--- config.mk ---
export PLATFORM = sky130hd
export DESIGN_NAME = scan_chain_controller
export DESIGN_NICKNAME = d
export VERILOG_FILES = /design/src/rtl/scan_ctrl_pkg.sv /design/src/rtl/scan_byte_shifter.sv /design/src/rtl/scan_chain_controller.sv
export SDC_FILE = /design/constraint.sdc
export NUM_CORES = 1
export LEC_CHECK = 0
export ABC_AREA = 1
export BUFFER_PORTS_ARGS = -buffer_cell sky130_fd_sc_hd__buf_2
export CAP_MARGIN = 25
export CORE_UTILIZATION = 51
export DETAILED_ROUTE_END_ITERATION = 12
export GPL_TIMING_DRIVEN = 0
export HOLD_SLACK_MARGIN = 0.02
export PLACE_DENSITY = 0.76
export SYNTH_ARGS = -nofsm -noshare
export SYNTH_HDL_FRONTEND = slang
export SYNTH_HIERARCHICAL = 1
export SYNTH_SLANG_ARGS = --single-unit
--- constraint.sdc ---
create_clock -name clk -period 2.35 [get_ports clk]
set_clock_uncertainty 0.15 [all_clocks]
set_input_delay 0.47 -clock clk [delete_from_list [all_inputs] [get_ports clk]]
set_output_delay 0.47 -clock clk [all_outputs]
set_load 0.02 [all_outputs]
--- src/rtl/scan_ctrl_pkg.sv ---
// Shared types and constants for the scan-chain controller.
// Holds the FSM state enum, default chain length and byte width.
package scan_ctrl_pkg;

  localparam int CHAIN_LEN_DEF = 280;
  localparam int BYTE_W = 8;

  typedef enum logic [2:0] {
    S_IDLE,
    S_LOAD,
    S_SHIFT,
    S_EMIT,
    S_DONE
  } scan_state_t;

endpackage

--- src/rtl/scan_byte_shifter.sv ---
// Per-byte shift/capture pair for the scan chain controller.
// Ports: load/load_data latch a byte; shift steps one bit; scan_in
// drives the chain head; scan_out feeds capture (SCAN_READBACK_EN);
// bits_done marks the 8th shift; cap_aligned is the captured byte
// after this shift, right-aligned for partial bytes.
module scan_byte_shifter
  import scan_ctrl_pkg::*;
(
  input  logic              clk,
  input  logic              rst,
  input  logic              load,
  input  logic              shift,
  input  logic [BYTE_W-1:0] load_data,
  input  logic              scan_out,
  output logic              scan_in,
  output logic              bits_done,
  output logic [BYTE_W-1:0] cap_aligned
);

  logic [BYTE_W-1:0] sh_q;
  logic [3:0]        bcnt_q;

  always_ff @(posedge clk) begin
    if (rst) begin
      sh_q   <= '0;
      bcnt_q <= '0;
    end else if (load) begin
      sh_q   <= load_data;
      bcnt_q <= '0;
    end else if (shift) begin
      sh_q   <= {1'b0, sh_q[BYTE_W-1:1]};
      bcnt_q <= bcnt_q + 4'd1;
    end
  end

  assign scan_in   = sh_q[0];
  assign bits_done = (bcnt_q == 4'd7);

`ifdef SCAN_READBACK_EN
  logic [BYTE_W-1:0] cap_q;
  logic [BYTE_W-1:0] cap_nxt;

  assign cap_nxt = {scan_out, cap_q[BYTE_W-1:1]};

  always_ff @(posedge clk) begin
    if (rst)
      cap_q <= '0;
    else if (shift)
      cap_q <= cap_nxt;
  end

  // After n shifts the bits sit in [7:8-n]; drop the stale low bits.
  assign cap_aligned = cap_nxt >> (4'd7 - bcnt_q);
`else
  logic unused_scan;
  assign unused_scan = scan_out;
  assign cap_aligned = '0;
`endif

endmodule

--- src/rtl/scan_chain_controller.sv ---
// Host-side scan-chain initiator: byte stream in, bit-serial chain
// shift, captured byte stream out. Owns proc_en so the processor
// is stopped whenever the chain moves.
// Ports: clk/rst, start/run/busy/done, in_* and out_* valid/ready
// byte streams, scan_enable/scan_in/scan_out chain, proc_en, halt.
// Build option: SCAN_READBACK_EN enables capture and the EMIT state.
module scan_chain_controller
  import scan_ctrl_pkg::*;
#(
  parameter int CHAIN_LEN = CHAIN_LEN_DEF
) (
  input  logic              clk,
  input  logic              rst,
  input  logic              start,
  input  logic              run,
  output logic              busy,
  output logic              done,
  input  logic [BYTE_W-1:0] in_data,
  input  logic              in_valid,
  output logic              in_ready,
  output logic [BYTE_W-1:0] out_data,
  output logic              out_valid,
  input  logic              out_ready,
  output logic              scan_enable,
  output logic              scan_in,
  input  logic              scan_out,
  output logic              proc_en,
  input  logic              halt
);

  localparam int CW = $clog2(CHAIN_LEN + 1);
  localparam logic [CW-1:0] LEN_M1 = CW'(CHAIN_LEN - 1);

  scan_state_t       state_q;
  logic [CW-1:0]     len_q;
  logic              busy_q;
  logic              done_q;
  logic              se_q;
  logic              idle_q;
  logic              load;
  logic              shift;
  logic              bits_done;
  logic              last_bit;
  logic [BYTE_W-1:0] cap_aligned;

  assign load     = (state_q == S_LOAD) && in_valid;
  assign shift    = (state_q == S_SHIFT);
  assign last_bit = bits_done || (len_q == LEN_M1);

  scan_byte_shifter u_shifter (
    .clk         (clk),
    .rst         (rst),
    .load        (load),
    .shift       (shift),
    .load_data   (in_data),
    .scan_out    (scan_out),
    .scan_in     (scan_in),
    .bits_done   (bits_done),
    .cap_aligned (cap_aligned)
  );

`ifdef SCAN_READBACK_EN
  logic [BYTE_W-1:0] out_data_q;
`endif

  always_ff @(posedge clk) begin
    if (rst) begin
      state_q <= S_IDLE;
      len_q   <= '0;
      busy_q  <= 1'b0;
      done_q  <= 1'b0;
      se_q    <= 1'b0;
      idle_q  <= 1'b0;
`ifdef SCAN_READBACK_EN
      out_data_q <= '0;
`endif
    end else begin
      done_q <= 1'b0;
      unique case (state_q)
        S_IDLE: begin
          idle_q <= 1'b1;
          if (start) begin
            state_q <= S_LOAD;
            len_q   <= '0;
            busy_q  <= 1'b1;
            idle_q  <= 1'b0;
          end
        end
        S_LOAD: begin
          if (in_valid) begin
            state_q <= S_SHIFT;
            se_q    <= 1'b1;
          end
        end
        S_SHIFT: begin
          len_q <= len_q + CW'(1);
          if (last_bit) begin
            se_q <= 1'b0;
`ifdef SCAN_READBACK_EN
            state_q    <= S_EMIT;
            out_data_q <= cap_aligned;
`else
            if (len_q == LEN_M1) begin
              state_q <= S_DONE;
              done_q  <= 1'b1;
            end else begin
              state_q <= S_LOAD;
            end
`endif
          end
        end
`ifdef SCAN_READBACK_EN
        S_EMIT: begin
          if (out_ready) begin
            if (len_q == CW'(CHAIN_LEN)) begin
              state_q <= S_DONE;
              done_q  <= 1'b1;
            end else begin
              state_q <= S_LOAD;
            end
          end
        end
`endif
        S_DONE: begin
          state_q <= S_IDLE;
          busy_q  <= 1'b0;
          idle_q  <= 1'b1;
        end
        default: state_q <= S_IDLE;
      endcase
    end
  end

  assign busy        = busy_q;
  assign done        = done_q;
  assign scan_enable = se_q;
  assign in_ready    = (state_q == S_LOAD);
  // idle_q is low through reset so run cannot reach proc_en then.
  assign proc_en     = idle_q & run;

  logic unused_in;
`ifdef SCAN_READBACK_EN
  assign out_valid = (state_q == S_EMIT);
  assign out_data  = out_data_q;
  assign unused_in = halt;
`else
  assign out_valid = 1'b0;
  assign out_data  = '0;
  assign unused_in = ^{halt, out_ready, cap_aligned};
`endif

endmodule
==> results.json, run 1 <==
{
  "outcome": "finished, final reports clean",
  "clkPwrFrac_pct": 19.8,
  "drt_pass1_iterations": 4,
  "cap_violations": 0,
  "fill_cells": 275,
  "total_power_mw": 1.170,
  "num_antenna_cells": 0,
  "rsz0062_at_grt": "false",
  "cts_tree": "yes",
  "design_area_um2": 1675,
  "syn_area_um2": 1485,
  "pwr_density_cell_nw_per_um2": 698.6,
  "critPathMaxFanout": 3,
  "wl_met1_mm": 1.329,
  "switching_share_pct": 35.13,
  "clk_latency_ns": 0.32,
  "startpoint_type": "flop",
  "post_cts_buffers": 0,
  "endpoint_kind": "primary output",
  "leakage_nw": 0.7901,
  "clock-sinks": 28,
  "grt_pass1_wl_mm": 4.719,
  "clockBufferDepth": 2,
  "drc": 0,
  "multi_input_area_um2": 728.2,
  "vias_per_cell": 4.716,
  "peakVddDrop_v": 0.0004767,
  "h-tree-depth": 1,
  "std_cell_rows": 19,
  "grtUsageTotal_pct": 18.69,
  "crit_type": "reg2out",
  "seq_power_share_pct": 48.3,
  "dieArea_um2": 3132,
  "cts_root_buf": "clkbuf_4",
  "intPower_mw": 0.7592,
  "slew_viol_final": 0,
  "wl_mm": 2.545,
  "period_minus_slack_ns": 1.803,
  "period_share_pct": 76.72,
  "io_buffers": 17,
  "setup_tns_ns": 0,
  "synth.avg_cell_area_um2": 6.690,
  "netSwitchingPower_mw": 0.4112,
  "postCtsHoldBufs": 0,
  "cp.required_ns": 1.73,
  "dpl.cell_count": 278,
  "gp_congestion": 0.8404,
  "area_delta_synth_final_pct": 12.81,
  "numCtsBuffers": 3,
  "hpwlAfterDp_mm": 1.888,
  "start_util_pct": 53.86,
  "setup_viol": 0,
  "whs_ns": 0.2183,
  "antenna_found_initial": 0,
  "grt_max_degree": 16,
  "ant_nets": 0,
  "wl_met3_um": 84,
  "cts_resized": 0,
  "worstHoldPathType": "in2reg",
  "synth_warnings": 6,
  "crit_arrival_ns": 1.18,
  "core_area_um2": 2758,
  "fmax_mhz": 554.6,
  "postPlaceCellArea_um2": 1639,
  "regArea_um2": 560.5,
  "met2WireLength_mm": 1.109,
  "finalNonFillerCells": 282,
  "finalHoldViolCount": 0,
  "final_layout_size_suffix_gt1_share_pct": 19.92,
  "top_layer": "met4",
  "ioPinCount": 31,
  "drt_iter0_drc": 30,
  "grt_pass1_vias": 1146,
  "wl_per_cell_um": 9.025,
  "die_w_um": 55.97,
  "overflow": 0,
  "final_nets": 270,
  "power.share.combinational_pct": 31.8,
  "syn_inst": 222,
  "path_clk_slew_ns": 0.15,
  "num_vias": 1330,
  "die_h_um": 55.97
}
path summary, 6_finish.rpt:
kind / start / end / slack, ns / depth (start not counted)
max reg2reg: state_q[1] / u_shifter/sh_q[1] / 0.68 / 7
min reg2reg: u_shifter/sh_q[7] / u_shifter/sh_q[7] / 0.32 / 2
max: state_q[0] / in_ready / 0.55 / 3
min: rst / u_shifter/sh_q[3] / 0.22 / 2
cell usage in the layout (no fill, tap or decap), types with 4 or more instances in the layout:
cell and count:
nand2_1 71, dfxtp_1 28, inv_1 26, nor2_1 21, buf_2 18, nand3_1 14
a21oi_1 14, buf_4 10, conb_1 9, o21ai_0 7, a21oi_2 4, nor3_1 4
cell type report:
| type | count | area share (%) |
|---|---|---|
| buffer | 15 | 7.020 |
| sequential | 28 | 33.46 |
| multi-input combinational | 158 | 43.47 |
| timing repair buffer | 17 | 5.078 |
| clock buffer | 4 | 2.166 |
| tap | 31 | 2.315 |
| inverter | 29 | 6.497 |
layer usage:
layer / GRT usage, % / vias to the layer above
met5: 0 / -
met4: 6.272 / 0
met3: 2.791 / 2
met2: 30.44 / 27
met1: 25.37 / 575
li1: - / 726
stage by stage:
stage / setup slack [ns] / utilization (%)
after floorplan: 0.6645 / -
after detailed placement: 0.7019 / 59.44
after CTS: 0.5197 / 60.75
after global placement: 0.7329 / 59.44
after global routing: 0.3998 / 60.75
final: 0.5470 / 60.75
worst max-delay path: stages, from the launching register on:
cell and delay, ns:
dfxtp_1 0.43, inv_1 0.08, nor3_2 0.16, buf_2 0.20
power by group through the flow:
stage	clock, mW	combinational [mW]	sequential [mW]
floorplan	0	0.287	0.581
global placement	0	0.372	0.574
detailed placement	0	0.375	0.576
CTS	0.243	0.377	0.565
global route	0.260	0.429	0.574
finish	0.232	0.373	0.565
sequential cells by signal, summed over array words and instances, names as in the netlist:
signal / cells
u_shifter/sh_q: 8
u_shifter/bcnt_q: 4
done: 1
scan_enable: 1
idle_q: 1
state_q: 3
len_q: 9
busy: 1
No activity file was read; power rests on OpenSTA's default activity.
==> run 2: changes to the inputs <==
CORE_UTILIZATION = 49   (was 51)
clock period = 1.5 ns   (was 2.35 ns; I/O delays follow)
==> run 2 against run 1 <==
Against the previous run: the flow now finishes with violations (DRC, setup timing); sequential share of layout area shrank 1.3 points; sequential power up 57%; non-clock buffer count rose by 4; first-iteration DRC count is 23% higher; hold slack lost 0.17 ns; largest power group unchanged; register-to-register slack got worse by 0.66 ns; clock power increased by 110%; combinational power increased by 85%.
==> results.json, run 2 (same netlist as run 1, synthesis figures left out) <==
{
  "wl_mm": 2.656,
  "fmax_mhz": 653.8,
  "crit_arrival_ns": 1.08,
  "slew_viol_final": 0,
  "dieArea_um2": 3255,
  "dpl.cell_count": 278,
  "clk_latency_ns": 0.33,
  "core_area_um2": 2805,
  "grtUsageTotal_pct": 18.37,
  "endpoint_kind": "primary output",
  "worst_slack_ns": -0.02950,
  "power.share.combinational_pct": 33.3,
  "numCtsBuffers": 3,
  "drt_iter0_drc": 37,
  "period_share_pct": 102.0,
  "clock-sinks": 28,
  "crit_type": "reg2out",
  "overflow": 0,
  "finalNonFillerCells": 286,
  "reg2reg_slack_ns": 0.02,
  "path_cells": "nor3_4, buf_6",
  "final_common_cell": "nand2_1",
  "drt_pass1_iterations": 8,
  "die_w_um": 57.06,
  "setup_viol": 1,
  "largest_register_ffs": 9,
  "cts_tree": "yes",
  "ant_nets": 0,
  "seq_power_share_pct": 42.8,
  "crit_path_end": "in_ready",
  "r2r_end": "u_shifter/sh_q[1]",
  "cap_violations": 0,
  "ioPinCount": 31,
  "period_minus_slack_ns": 1.530,
  "cpPeakStageDelay_ns": 0.39,
  "cp.required_ns": 1.05,
  "h-tree-depth": 1,
  "final_nets": 274,
  "critPathMaxFanout": 3,
  "num_antenna_cells": 0,
  "io_buffers": 17,
  "grt_max_degree": 17,
  "finalHoldViolCount": 0,
  "path_clk_slew_ns": 0.15,
  "fill_cells": 269,
  "switching_share_pct": 33.35,
  "rsz0062_at_grt": "true",
  "num_vias": 1328,
  "clkPwrFrac_pct": 23.9,
  "postCtsHoldBufs": 0,
  "hpwlAfterDp_mm": 1.840,
  "whs_ns": 0.04877,
  "cts_root_buf": "clkbuf_4",
  "fin_util_pct": 63.16,
  "total_power_mw": 2.069,
  "place_ws_ns": -0.1517,
  "reg_top3": "len_q (9), u_shifter/sh_q (8), u_shifter/bcnt_q (4)",
  "die_h_um": 57.06,
  "clockBufferDepth": 2,
  "antenna_found_initial": 0,
  "vias_per_cell": 4.643,
  "reg2reg_from": "state_q[1]",
  "hold_depth": 2,
  "final_layout_size_suffix_gt1_share_pct": 25.88,
  "std_cell_rows": 19,
  "area_delta_synth_final_pct": 19.29,
  "drc": 4,
  "pwr_density_cell_nw_per_um2": 1168,
  "worstHoldPathType": "in2reg",
  "start_util_pct": 52.94,
  "startpoint_type": "flop",
  "cp-startpoint": "state_q[1]",
  "gp_congestion": 0.7972,
  "mostFrequentLayoutCells": "nand2_1 (70), inv_1 (24), dfxtp_1 (23)",
  "reg2reg_depth": 7,
  "violations": "DRC, setup timing",
  "largest-register": "len_q",
  "netSwitchingPower_mw": 0.6900,
  "slowest_stage": "dfxtp_4",
  "grt_pass1_vias": 1108,
  "outcome": "finished, violations left",
  "grt_pass1_wl_mm": 4.754,
  "peakVddDrop_v": 0.0006114,
  "leakage_nw": 0.8218,
  "intPower_mw": 1.379,
  "wl_per_cell_um": 9.287
}
[run 2: changes by cell type in the layout (fill, tap and decap cells not counted), sizes merged]
cell / previous run / this run
buf: 31 / 35
bufinv: 0 / 1
clkbuf: 5 / 4
[run 2: repair_timing]
action	CTS	global route
pin swaps	2	0
resized for setup	4	11
setup endpoints to repair	12	21
buffers inserted	4	0
[run 2: area by class of cell]
cell class / count / area, um2 / area share (%)
clock buffer: 3 / 22.52 / 1.271
sequential: 28 / 569.3 / 32.13
buffer: 15 / 121.4 / 6.850
timing repair buffer: 21 / 121.4 / 6.850
multi-input combinational: 158 / 757.0 / 42.73
inverter: 29 / 111.4 / 6.285
clock inverter: 1 / 30.03 / 1.695
tap: 31 / 38.79 / 2.189
[run 2: power groups by stage]
stage	registers [mW]	logic, mW	clock network (mW)
6_report	0.886	0.689	0.494
5_1_grt	0.901	0.780	0.538
4_1_cts	0.884	0.660	0.513
3_5_place_dp	0.907	0.603	0
3_3_place_gp	0.905	0.604	0
2_1_floorplan	0.917	0.470	0
[run 2: worst min-delay path by stage]
stage | startpoint | end | slack [ns]
after global routing | rst | u_shifter/sh_q[3] | 0.03
after CTS | rst | u_shifter/sh_q[4] | 0.02
final | rst | u_shifter/sh_q[4] | 0.05
after detailed placement | busy | busy | 0.30
after global placement | busy | busy | 0.30
after floorplan | u_shifter/sh_q[7] | u_shifter/sh_q[7] | 0.29
[run 2: stage by stage]
step / area [um2] / TNS (ns)
4_1_cts: 1740 / -0.04244
6_report: 1772 / -0.02950
5_1_grt: 1772 / -0.4633
3_3_place_gp: 1649 / -0.5985
2_1_floorplan: 1525 / -0.1784
3_5_place_dp: 1649 / -0.5643
[run 2: metal layers]
| layer | part of all wire [%] | vias up | global-route usage, % |
|---|---|---|---|
| met3 | 3.7 | 2 | 2.721 |
| met5 | 0 | - | 0 |
| met1 | 50 | 564 | 26.70 |
| li1 | - | 738 | - |
| met2 | 45 | 24 | 27.90 |
| met4 | 0.75 | 0 | 6.272 |
[run 2: worst max-delay path: cells and delay by family (launching register included)]
kind | cells | cell delay [ns]
buffers and inverters | 1 | 0.14
AND/OR/NAND/NOR | 1 | 0.21
flip-flops | 1 | 0.39
